===== src/rtl/barrett_pkg.sv =====
// rtl/barrett_pkg.sv - shared types and default widths for the Barrett datapath
package barrett_pkg;

  typedef enum logic [1:0] {
    IDLE = 2'd0,
    RUN  = 2'd1,
    DONE = 2'd2
  } state_t;

  localparam int W_DEF  = 64;
  localparam int DW_DEF = 8;

endpackage


===== src/rtl/RCA.sv =====
// rtl/RCA.sv - n-bit ripple-carry adder built from a chain of full adders
module RCA #(
  parameter int n = 8
) (
  input  logic [n-1:0] a,
  input  logic [n-1:0] b,
  input  logic         C_in,
  output logic [n-1:0] s,
  output logic         C_out
);

  logic [n:0] c;

  assign c[0] = C_in;

  for (genvar i = 0; i < n; i++) begin : g_fa
    assign s[i]   = a[i] ^ b[i] ^ c[i];
    assign c[i+1] = (a[i] & b[i]) | (c[i] & (a[i] ^ b[i]));
  end

  assign C_out = c[n];

endmodule


===== src/rtl/mp_add_seq.sv =====
// rtl/mp_add_seq.sv - digit-serial W-bit add/subtract through one DW-bit ripple adder
module mp_add_seq
  import barrett_pkg::*;
#(
  parameter int W  = W_DEF,
  parameter int DW = DW_DEF
) (
  input  logic         clk,
  input  logic         rst_n,
  input  logic         start,
  input  logic         op_sub,
  input  logic [W-1:0] a,
  input  logic [W-1:0] b,
  output logic         ready,
  output logic         done,
  output logic [W-1:0] sum,
  output logic         c_out
);

  localparam int NDIG = W / DW;
  localparam int CW   = (NDIG > 1) ? $clog2(NDIG) : 1;
  localparam logic [CW-1:0] LAST = CW'(NDIG - 1);

  if (W % DW != 0) begin : g_bad_width
    $error("mp_add_seq: W must be a multiple of DW");
  end

  state_t         state, state_nxt;
  logic [CW-1:0]  cnt;
  logic           carry;
  logic           sub_reg;
  logic           c_out_reg;
  logic [W-1:0]   a_reg, b_reg, sum_reg, sum_shift;
  logic [DW-1:0]  dig_x, dig_y, dig_s;
  logic           dig_c;
  logic           accept;
  logic           last;

  // Subtraction feeds ~B into the adder; the +1 comes from carry preloaded with op_sub.
  assign dig_x = a_reg[DW-1:0];
  assign dig_y = b_reg[DW-1:0] ^ {DW{sub_reg}};
  assign last  = (cnt == LAST);

  RCA #(.n(DW)) u_rca (
    .a     (dig_x),
    .b     (dig_y),
    .C_in  (carry),
    .s     (dig_s),
    .C_out (dig_c)
  );

  if (NDIG == 1) begin : g_one_digit
    assign sum_shift = dig_s;
  end else begin : g_multi_digit
    assign sum_shift = {dig_s, sum_reg[W-1:DW]};
  end

  always_ff @(posedge clk or negedge rst_n) begin
    if (!rst_n) begin
      state <= IDLE;
    end else begin
      state <= state_nxt;
    end
  end

  always_comb begin
    state_nxt = state;
    ready     = 1'b0;
    done      = 1'b0;
    accept    = 1'b0;
    case (state)
      IDLE: begin
        ready = 1'b1;
        if (start) begin
          accept    = 1'b1;
          state_nxt = RUN;
        end
      end
      RUN: begin
        if (last) begin
          state_nxt = DONE;
        end
      end
      DONE: begin
        ready = 1'b1;
        done  = 1'b1;
        if (start) begin
          accept    = 1'b1;
          state_nxt = RUN;
        end else begin
          state_nxt = IDLE;
        end
      end
      default: state_nxt = IDLE;
    endcase
  end

  always_ff @(posedge clk or negedge rst_n) begin
    if (!rst_n) begin
      a_reg     <= '0;
      b_reg     <= '0;
      sum_reg   <= '0;
      sub_reg   <= 1'b0;
      carry     <= 1'b0;
      c_out_reg <= 1'b0;
      cnt       <= '0;
    end else if (accept) begin
      a_reg   <= a;
      b_reg   <= b;
      sub_reg <= op_sub;
      carry   <= op_sub;
      cnt     <= '0;
    end else if (state == RUN) begin
      // Result digits enter at the MSB end so the LSB digit lands at bit 0 after NDIG shifts.
      sum_reg <= sum_shift;
      a_reg   <= a_reg >> DW;
      b_reg   <= b_reg >> DW;
      carry   <= dig_c;
      cnt     <= cnt + CW'(1);
      if (last) begin
        c_out_reg <= dig_c;
      end
    end
  end

  assign sum   = sum_reg;
  assign c_out = c_out_reg;

endmodule


===== config.mk =====
export PLATFORM = sky130hd
export DESIGN_NAME = mp_add_seq
export DESIGN_NICKNAME = d
export VERILOG_FILES = /design/src/rtl/barrett_pkg.sv /design/src/rtl/RCA.sv /design/src/rtl/mp_add_seq.sv
export SDC_FILE = /design/constraint.sdc
export NUM_CORES = 1
export LEC_CHECK = 0
export ABC_CLOCK_PERIOD_IN_PS = 12250
export CAP_MARGIN = 5
export CELL_PAD_IN_SITES_DETAIL_PLACEMENT = 0
export CELL_PAD_IN_SITES_GLOBAL_PLACEMENT = 1
export CORE_ASPECT_RATIO = 0.75
export CORE_MARGIN = 1
export CORE_UTILIZATION = 40
export CTS_CLUSTER_SIZE = 25
export DETAILED_ROUTE_END_ITERATION = 16
export HOLD_SLACK_MARGIN = 0.02
export PLACE_DENSITY = 0.89
export SYNTH_ARGS = -nofsm -noshare
export SYNTH_HDL_FRONTEND = slang
export SYNTH_SLANG_ARGS = --single-unit

===== constraint.sdc =====
create_clock -name clk -period 12.25 [get_ports clk]
set_input_delay 2.45 -clock clk [delete_from_list [all_inputs] [get_ports clk]]
set_output_delay 2.45 -clock clk [all_outputs]
set_load 0.1 [all_outputs]

=== Word level (Yosys, flattened, before mapping) ===
Cells that the tools add are included.

* $add $sub $neg: 1
* $mul: 0
* Divide/modulo/power cells: 0
* $lt $le $gt $ge: 0
* Eq/ne operators: 5
* Shifts and indexed selects: 0
* Mux-type cells: 16
* Bitwise operators: 42
* Reductions and logical operators: 6

{| class="wikitable"
|+ Operators with widths
! kind !! number
|-
| two-way mux 64 bit || 4
|-
| bitwise AND 1 bit || 16
|-
| bitwise XOR 1 bit || 16
|-
| OR 1 bit || 8
|-
| bitwise XOR 8 bit || 1
|-
| two-way mux 1 bit || 7
|-
| two-way mux 3 bit || 2
|-
| one-hot mux 2 bit (3 select lines) || 1
|-
| two-way mux 2 bit || 2
|-
| != test 2 bit (second input constant) || 2
|-
| AND reduction 2 bit || 2
|-
| adder 3 x 1 -> 3 bit (second input constant) || 1
|-
| equality test 3 bit (second input constant) || 1
|-
| AND reduction 3 bit || 1
|-
| equality test 2 x 1 -> 1 bit (second input constant) || 1
|-
| equality test 2 bit (second input constant) || 1
|-
| logical NOT 2 bit || 1
|-
| nonzero test 2 bit || 1
|-
| OR reduction 2 bit || 1
|-
| NOT 1 bit || 1
|}

* Register bits: 200
* Latch bits: 0
* Memory bits (writable): 0
* ROM bits: 0
* Input bits: 132
* Output and inout bits: 67
* Logic and storage cells: 78
* Memories kept: 0

=== Logic depth before layout (Yosys ltp) ===
* Word-level depth: 20
* Depth in mapped cells: 15
* Mapped depth without buffers: 14

=== Hierarchy ===
A second synthesis with hierarchy kept.

* Cells, all modules: 827
* Area total of the unflattened synthesis: 9,410.3 um^2

{| class="wikitable"
|+ Modules (own cells, without submodules)
! module !! instances !! cells an instance !! area an instance (um^2) !! sequential area each (um^2)
|-
| mp_add_seq || 1 || 809 || 9,212.6 || 5,004.8
|-
| RCA || 1 || 18 || 197.7 || 0.0
|}

=== Worst setup path after synthesis ===
Ideal clock, no wire load.

* Path kind: register to output
* Start point: reg state[1]
* End point: out done
* Data arrival time: 2,068 ps
* Data required time: 9,800 ps
* Path slack: 7,732 ps
* Cell stages (with the launch flop): 4
* Path buffers: 2
* Path through: dfrtp_1 -> buf_4 -> buf_4 -> nor2b_1

* Cells in the longest elaborated chain, start to end: 2

{| class="wikitable"
|+ Ends and longest elaborated chain
! element !! line !! source
|-
| start: declaration || mp_add_seq.sv:28 || <nowiki>state_t state, state_nxt;</nowiki>
|-
| start signal: assignment || mp_add_seq.sv:62 || <nowiki>state <= state_nxt;</nowiki>
|-
| equality test 2 bit || mp_add_seq.sv:71 || <nowiki>case (state)</nowiki>
|-
| two-way mux 1 bit || mp_add_seq.sv:71 ||
|-
| end: declaration || mp_add_seq.sv:15 || <nowiki>output logic done,</nowiki>
|}

No other way between the ends.

=== Worst setup path after layout ===
Same ends and word-level chain as after synthesis.

==> Implementation_results.wiki <==
{| class="wikitable"
! Metric !! Value
|-
| Outcome || finished, final reports clean
|-
| Setup_tns || 0 ps
|-
| Worst supply voltage drop on vdd || 0.194 mV
|-
| Total placed cells including tap cells || 1438
|-
| Half-perimeter wire length after detailed placement || 15700 um
|-
| Die width || 182 um
|-
| Final critical-path setup slack || 7130 ps
|-
| Root buf cell || sky130_fd_sc_hd__clkbuf_16
|-
| Share of final-layout standard cells stronger than drive strength 1 || 4.30%
|-
| Kind of start point of the critical path || flop
|-
| #FFs+latches synth || 200
|-
| Synth Area in Compound Gates || 14.0%
|-
| Leakage power || 0.00517 uW
|-
| I/O pins || 199
|-
| Number of buffers inserted to repair setup after CTS || 0
|-
| Power density normalized to cell area || 306 nW/um^2
|-
| RR Endpoint || sum[63]
|-
| Crit end category || primary output
|-
| Number of levels the H-tree was split into || 4
|-
| Synthesized instance count || 982
|-
| Dominant combinational cell family by area after synthesis || simple AND/OR/NAND/NOR gates
|-
| Number of antenna violations at the first check in global routing || 0
|-
| WP data arrival || 2670 ps
|-
| Portion of synthesized cell area occupied by the leading cell type || approximately half
|-
| Number of global-route vias before repair || 7075
|-
| TritonCTS clock tree || built
|-
| Sequential cell area fraction in the yosys report || 51.3%
|-
| Height of the die || ~140 um
|-
| Synth Area per Inst || 9.93 sq um
|-
| Final Slew Violations || 0
|-
| Mean routed wirelength per cell || 16.4 um
|-
| Final period demand of the worst path || a little over 5000 ps
|-
| Synthesized-area fraction occupied by xor and xnor cells || 0.808%
|-
| Final-report setup violation count || 0
|-
| Simple-gate share of the synthesized area || 16.2%
|-
| Worst hold path endpoint || sum[0]
|-
| Slew Limit Headroom || 23.3%
|-
| Via Count || 7470
|-
| RePlAce Congestion || 0.814
|-
| Initial standard-cell utilization of the core || 40.7%
|-
| Port-buffer cells || 198
|-
| Syn Nets || 1124
|-
| Depth of the worst hold-timing path || 2
|-
| Clock Path Buffers || 2
|-
| Setup repair after global routing missed its margin || false
|-
| Maximum fanout along the worst path || 37
|-
| Number of optimization iterations in the first detailed-route pass || 5
|-
| Clock latency at the later pin of the worst-skew pair || between 400 and 500 ps
|-
| Largest cells by area after synthesis || sky130_fd_sc_hd__dfrtp_1 (51%), sky130_fd_sc_hd__mux2i_1 (9.8%), sky130_fd_sc_hd__nand2_1 (8.3%)
|-
| Number of maximum-capacitance constraint violations || 0
|-
| Total wire length || roughly 24000 um
|-
| Setup skew after layout || 13.6 ps
|-
| Total routing usage reported by global routing || 19.8%
|-
| Final Hold Violating Endpoints || 0
|-
| Non-filler instance count after layout || between 1000 and 1500
|-
| Mapped Area || 9760 sq um
|-
| Adder-Cell Fraction of Synth Area || between 1.5 and 2%
|-
| Class of the worst hold path || flop to flop
|-
| Antenna diode count || 0
|-
| Wire length of the first global-routing pass || between 30000 and 40000 um
|-
| Hold path start || sum[0]
|-
| Floorplan die area || about 25000 sq um
|-
| Least-Margin Pin Slew || 1150 ps
|-
| Core Footprint || around 24000 sq um
|-
| Crit path required time || 9800 ps
|-
| TritonCTS Sinks || 200
|-
| Total overflow reported by the global router || 0
|-
| Clock transition at path regs || around 80 ps
|-
| Commonest cells after routing, fill and taps aside || sky130_fd_sc_hd__nand2_1 (216), sky130_fd_sc_hd__dfrtp_1 (198), sky130_fd_sc_hd__clkdlybuf4s50_1 (196), sky130_fd_sc_hd__mux2i_1 (96), sky130_fd_sc_hd__a21oi_1 (77)
|-
| Number of warning messages in the yosys log || 0
|-
| Post-detailed-route count of antenna-violating nets || 0
|-
| Area added between synthesis and finish || 26.4%
|-
| Multiplexer fraction of the synthesized cell area || 9.97%
|-
| Path depth of the worst reg2reg path || 14
|-
| Most common cell after layout, fill and taps aside || sky130_fd_sc_hd__nand2_1
|-
| Starting DRC count in detailed routing || 627
|-
| Worst setup slack after placement || about 7600 ps
|-
| Count of nets after finishing || 1268
|-
| TritonCTS buffer count || 17
|-
| # rows || between 40 and 50
|-
| Cts-stage hold buffer count || 0
|-
| Peak Freq || 0.195 GHz
|-
| Number of DRC violations after detailed routing || 0
|-
| Final Cycle Share || 41.8%
|-
| Cell type with the highest aggregate area in the netlist || sky130_fd_sc_hd__dfrtp_1
|-
| R2R setup slack || approximately 8000 ps
|-
| Average vias per placed instance || 5.08
|-
| Largest net degree at the start of global routing || 127
|-
| Cell variety after synth || 32
|-
| Post-cts sizing count || 0
|-
| R2r startpoint || sub_reg
|-
| Worst setup path category || flop to primary output
|}
-- Yosys cell counts, drive strengths merged --
cell and n:
nand2 216, o22ai 28, xor2 3, a211oi 71
o21ai 25, dfrtp 200, a22oi 7, and2b 1
a31o 1, mux2 1, and2 2, buf 65
nand3 7, nor2b 73, a21oi 78, nor3 27
a32o 1, nand2b 2, mux2i 96, ha 2
fa 8, xnor2 6, o211a 7, clkbuf 16
nor2 28, inv 11
-- stage by stage --
| step | area [sq um] | power, uW | hold WS [ps] | util, % |
|---|---|---|---|---|
| 4_1_cts | 12300 | 3820 | 481 | 51.4 |
| 3_3_place_gp | 11700 | 3170 | 459 | 48.8 |
| 5_1_grt | 12300 | 4030 | 520 | 51.4 |
| 3_5_place_dp | 11700 | 3220 | 461 | 48.8 |
| 6_report | 12300 | 3780 | 476 | 51.4 |
| 2_1_floorplan | 9760 | 2710 | 467 | - |
-- per-layer routing --
layer | routed length (um) | up-vias | part of all wire, % | GRT usage, %
met3 | 1140 | 13 | 4.7 | 4.49
met2 | 11000 | 156 | 46 | 29.9
met5 | 0 | - | 0 | 0
met4 | 169 | 0 | 0.70 | 4.11
li1 | - | 3670 | - | -
met1 | 11800 | 3631 | 49 | 28.9
-- cell type report --
cell class | instances | area [sq um]
clock buffer | 18 | 439
timing repair buffer | 206 | 2050
clock inverter | 14 | 181
sequential | 200 | 5010
multi-input combinational | 690 | 4200
tap | 331 | 414
inverter | 11 | 41.3
fill | 2183 | 11600
-- logic make-up after synthesis --
kind of cell	Yosys count
flip-flops	200
adder cells (fa/ha/maj)	10
buffers and inverters	92
AO/OA/AOI/OAI	218
XOR/XNOR	9
multiplexers	97
AND/OR/NAND/NOR	356
-- worst max-delay path: stages (launching register included) --
cell and delay [ps]:
sky130_fd_sc_hd__dfrtp_4 810, sky130_fd_sc_hd__nor2b_1 260, sky130_fd_sc_hd__clkdlybuf4s50_1 1160
-- power breakdown --
group / leakage (uW) / internal [uW] / switching (uW)
sequential: 0.00244 / 976 / 250
clock: 0.000296 / 317 / 277
combinational: 0.00244 / 613 / 1350
-- worst max path at each step --
stage | end | depth (start not counted) | start | slack (ps)
2_1_floorplan | done | 3 | state[1] | 7730
3_3_place_gp | done | 2 | state[1] | 7570
3_5_place_dp | done | 2 | state[1] | 7570
4_1_cts | done | 2 | state[1] | 7090
5_1_grt | done | 2 | state[1] | 7020
6_report | done | 2 | state[1] | 7130
Power figures use the tool's default switching activity.
